==> src/rtl/ula_pkg.sv <==
// Shared ULA definitions: multiply sequencer states and width helper.
// Imported by sequenciador_mul_ula; BITS remains a module parameter.
package ula_pkg;

    typedef enum logic [1:0] {
        OCIOSO = 2'd0,
        CALC   = 2'd1,
        FIM    = 2'd2
    } estado_t;

    function automatic int cnt_w(input int bits);
        return $clog2(bits) + 1;
    endfunction

endpackage

==> src/rtl/sequenciador_mul_ula.sv <==
// Shift-and-add multiply sequencer that borrows the external ULA adder.
// Ports: clk/reset (sync, active-high); start + multiplicando/multiplicador
// request; ocupado/done/produto status and result; ula_* drive the shared
// ULA inputs while busy, ula_dout is the ULA sum fed back the same cycle.
// Optional MUL_SAIDA_ANTECIPADA_EN: leave CALC once no multiplier bits remain.
module sequenciador_mul_ula
    import ula_pkg::*;
#(
    parameter int BITS = 64
) (
    input  logic            clk,
    input  logic            reset,
    input  logic            start,
    input  logic [BITS-1:0] multiplicando,
    input  logic [BITS-1:0] multiplicador,
    output logic            ocupado,
    output logic            done,
    output logic [BITS-1:0] produto,
    output logic [BITS-1:0] ula_dina,
    output logic [BITS-1:0] ula_dinb,
    output logic [BITS-1:0] ula_constante,
    output logic            ula_soma_ou_subtrai,
    output logic            ula_subtraindo,
    output logic            ula_imediato,
    input  logic [BITS-1:0] ula_dout
);

    localparam int CNT_W = cnt_w(BITS);

    estado_t          r_estado;
    estado_t          w_prox;
    logic [BITS-1:0]  r_acc;
    logic [BITS-1:0]  r_mcand;
    logic [BITS-1:0]  r_mplier;
    logic [CNT_W-1:0] r_cnt;
    logic [BITS-1:0]  r_produto;
    logic             w_ultimo;

`ifdef MUL_SAIDA_ANTECIPADA_EN
    // Remaining multiplier bits all zero: further steps cannot change acc.
    assign w_ultimo = (r_cnt == CNT_W'(BITS - 1)) ||
                      ((r_mplier >> 1) == '0);
`else
    assign w_ultimo = (r_cnt == CNT_W'(BITS - 1));
`endif

    assign ocupado        = (r_estado != OCIOSO);
    assign produto        = r_produto;
    assign ula_constante  = '0;
    assign ula_subtraindo = 1'b0;
    assign ula_imediato   = 1'b0;

    always_comb begin
        w_prox              = r_estado;
        done                = 1'b0;
        ula_dina            = '0;
        ula_dinb            = '0;
        ula_soma_ou_subtrai = 1'b0;
        unique case (r_estado)
            OCIOSO: begin
                if (start) w_prox = CALC;
            end
            CALC: begin
                ula_dina            = r_acc;
                ula_dinb            = r_mcand;
                ula_soma_ou_subtrai = 1'b1;
                if (w_ultimo) w_prox = FIM;
            end
            FIM: begin
                done   = 1'b1;
                w_prox = OCIOSO;
            end
            default: w_prox = OCIOSO;
        endcase
    end

    always_ff @(posedge clk) begin
        if (reset) begin
            r_estado  <= OCIOSO;
            r_acc     <= '0;
            r_mcand   <= '0;
            r_mplier  <= '0;
            r_cnt     <= '0;
            r_produto <= '0;
        end else begin
            r_estado <= w_prox;
            unique case (r_estado)
                OCIOSO: begin
                    if (start) begin
                        r_mcand  <= multiplicando;
                        r_mplier <= multiplicador;
                        r_acc    <= '0;
                        r_cnt    <= '0;
                    end
                end
                CALC: begin
                    // ULA computes acc + mcand; keep it only for a set bit.
                    if (r_mplier[0]) r_acc <= ula_dout;
                    r_mcand  <= r_mcand << 1;
                    r_mplier <= r_mplier >> 1;
                    r_cnt    <= r_cnt + CNT_W'(1);
                end
                FIM: begin
                    r_produto <= r_acc;
                end
                default: ;
            endcase
        end
    end

endmodule

==> config.mk <==
export PLATFORM = sky130hd
export DESIGN_NAME = sequenciador_mul_ula
export DESIGN_NICKNAME = d
export VERILOG_FILES = /design/src/rtl/ula_pkg.sv /design/src/rtl/sequenciador_mul_ula.sv
export SDC_FILE = /design/constraint.sdc
export NUM_CORES = 1
export LEC_CHECK = 0
export CAP_MARGIN = 10
export CORE_AREA = 2 2 176 178
export DETAILED_ROUTE_END_ITERATION = 10
export DIE_AREA = 0 0 178 180
export PLACE_DENSITY_LB_ADDON = 0.1
export RECOVER_POWER = 25
export SYNTH_ARGS = -nofsm -noshare
export SYNTH_HDL_FRONTEND = slang
export SYNTH_SLANG_ARGS = --single-unit
==> constraint.sdc <==
create_clock -name clk -period 2.7 [get_ports clk]
set_input_delay 0.54 -clock clk [delete_from_list [all_inputs] [get_ports clk]]
set_output_delay 0.54 -clock clk [all_outputs]
set_load 0.02 [all_outputs]
==> results of run 1 <==
## flip-flops by register name, summed over array words and instances (netlist names)
name and flops:
produto 64, r_acc 64, r_cnt 7, r_estado 2, r_mcand 64, r_mplier 64
## through the flow
step                  util  instance area, um2
finish              0.5188               15660
global route        0.5186               15660
floorplan                -               10980
detailed placement  0.4894               14780
global placement    0.4894               14780
CTS                 0.5193               15680
## where the power goes
group / switching (mW) / internal, mW
Sequential: 0.101 / 4.10
Clock: 1.62 / 2.61
Combinational: 0.599 / 0.518
## worst register-to-register path: cells and delay by family, from the launching register on
family	cells	cell delay (ns)
AOI/OAI and AO/OA	3	1.29
buffers and inverters	2	0.68
DFF	1	0.32
## layer usage
metal,global-route usage,up-vias,share of wire
met4,0.05180,2,0.025
met1,0.2525,4648,0.41
met3,0.06747,52,0.091
li1,-,4924,-
met2,0.3589,359,0.47
met5,0,-,0.00043
## cell usage in the layout (no fill, tap or decap), types with 3 or more instances in the layout
cell type	instances
clkdlybuf4s50_1	265
dfxtp_1	265
nand2_1	194
nor2_1	194
a21oi_1	131
dlygate4sd2_1	109
a22oi_1	66
conb_1	66
and2_1	65
inv_1	64
a22o_1	64
nor4_1	63
clkbuf_16	29
dlymetal6s2s_1	13
buf_4	13
clkbuf_1	10
buf_12	9
clkinv_2	6
clkbuf_8	6
bufinv_16	5
nand3_1	4
diode_2	3
nor3_1	3
or3_1	3
## final timing paths
| path | cells past startpoint | end |
|---|---|---|
| min | 2 | produto[59] |
| min reg2reg | 2 | produto[59] |
| max | 4 | ula_soma_ou_subtrai |
| max reg2reg | 5 | r_mcand[26] |
## cell families after synthesis
| family | synth area share |
|---|---|
| simple gates | 0.2216 |
| fa+ha+maj | 0.001166 |
| mux | 0.002098 |
| flops | 0.4943 |
| other cells | 0.0003494 |
| compound gates | 0.1671 |
| buf+inv | 0.1133 |
## area by class of cell
class / count / area share
Antenna cell: 3 / 0.0004793
Clock buffer: 41 / 0.05305
Multi-Input combinational cell: 873 / 0.2855
Tap cell: 396 / 0.03164
Inverter: 66 / 0.01662
Timing Repair Buffer: 417 / 0.2614
Clock inverter: 13 / 0.01254
Sequential cell: 265 / 0.3387
## what timing repair did
item / in CTS / in global routing
endpoints found under the setup margin: 129 / 13
gates resized for setup: 111 / 13
hold endpoints to repair: 0 / 0
cloned: 0 / 0
==> reports/results.ini, run 1 <==
[outcome]
status = finished clean

[global_route]
largest_net_degree_at_the_start_of_global_routing = 101
grt_first_pass_wirelength_um = 54030
grt_overflow_total = 0
vias_in_the_first_global_route = 9722
antenna_violations_before_repair = 3
global_route_usage_over_all_layers = 0.2096

[setup_path]
cell_with_the_largest_stage_delay_on_the_worst_path = clkdlybuf4s50_1
critPathMaxStageDelay_ns = 0.63
worstSetupEndpointType = primary output
cp_cell_sequence = nand2b_2, clkinv_8, buf_4, clkdlybuf4s50_1
data_required_time_at_the_worst_endpoint_ns = 2.16
timing.critical_path.buf_inv = 3
r2r_startpoint = r_estado[0]
cp.arrival_ns = 2.05
cp-startpoint = r_estado[1]
worstSetupStartpointType = register
cp_top_family = buffers and inverters
worst_setup_path_category = register to primary output
critical_path.max_fanout = 18
worst-r2r-setup-slack_ns = 0.34

[cells_and_area]
n_fill_cell = 2961
finish.cell_count_without_fillers = 2074
area_delta_synth_final_pct = 45.94
finalNetCount = 1848
share_of_final_layout_standard_cells_stronger_than_drive_strength_1 = 0.05075
multi_input_combinational_cell_area_um2 = 4472
register_area_um2 = 5305

[timing]
timing.max_slew.rel_slack = 0.1382
setup_ws_ns = 0.1123
worst_hold_slack_ns = 0.4523
final_hold_viol_count = 0
final_period_minus_worst_setup_slack_ns = 2.588
achievable-frequency_mhz = 386.4
worst_slew_pin_slew_ns = 1.290
setup_repair_after_global_routing_missed_its_margin = false
finalClockSkew_ns = 0.01311
post-route-period-util = 0.9584
setup-violations-final = 0
drv_slew = 0
accumulated_negative_setup_slack_ns = 0

[yosys]
yosys.cell_types.count = 35
synth_most_common_cell = dfxtp_1
netlist_top_cells_count = dfxtp_1, nand2_1, nor2_1
netlist.top_cell.by_area = dfxtp_1
synth-edff-count = 0
synth_largest_type_area_fraction = 0.4943
synth.ff_latch_count = 265
postSynth.topFlopCell = dfxtp_1
synth.avg_cell_area_um2 = 8.223
synth_async_sr_flop_share = 0
yosysWarnings = 0
syn_area_um2 = 10730
synth.yosys.seq_area_share = 0.4943
post_synth_inst_count = 1305
ys_top_cells_by_area = dfxtp_1, nand2_1, nor2_1

[detailed_routing]
route.antenna.remaining_nets = 0
detail_route.iter0.violations = 524
first_pass_iters = 8
wire_length_after_detailed_routing_um = 34850
vias = 9985
remaining_routing_drc_violations = 0
post_drt_via_cell_ratio = 4.814
wire_per_inst_um = 16.80

[floorplan]
floorplan.initialDensity = 0.3555
core_region_area_um2 = 30190
die_y_um = 180
design.die.area_um2 = 32040
ios = 456
fp-row-count = 64
floorplan.die.width_um = 178

[power_and_ir_drop]
design_power_total_mw = 9.547
total_leakage_power_nw = 7.210
irDropWorstVdd_uv = 347.8
cellPowerDensity_nw_per_um2 = 609.6

[clock_tree]
max-clock-path-buffers = 3
clockRootBuffer = clkbuf_16
post_cts_hold_buffer_count = 0
cts.reportedPaths.clkPinSlew_ns = 0.06
cts.repair_timing.setup_buffer_count = 0
tritoncts = done
tritoncts_buffer_count = 29
clock_sinks = 265
htreeDepth = 1
insertion_delay_ns = 0.55

[place]
dp_hpwl_um = 23840
place_ws_ns = 0.3659
routabilityCongestion = 0.7917
numPlacedInstances = 2017
total_of_buffers_placed_on_input_and_output_ports = 389

[worst_hold_path]
beginning_of_the_worst_hold_path = produto[59]
hold_path.class = register to register

[flow_run]
maxCapViolations = 0

(Power assumes the default switching activity.)
==> run 2: changes to the inputs <==
HOLD_SLACK_MARGIN = 0.1   (was unset)
==> results of run 2 <==
Same layout as run 1: the final DEF is identical, and so are final timing and power.
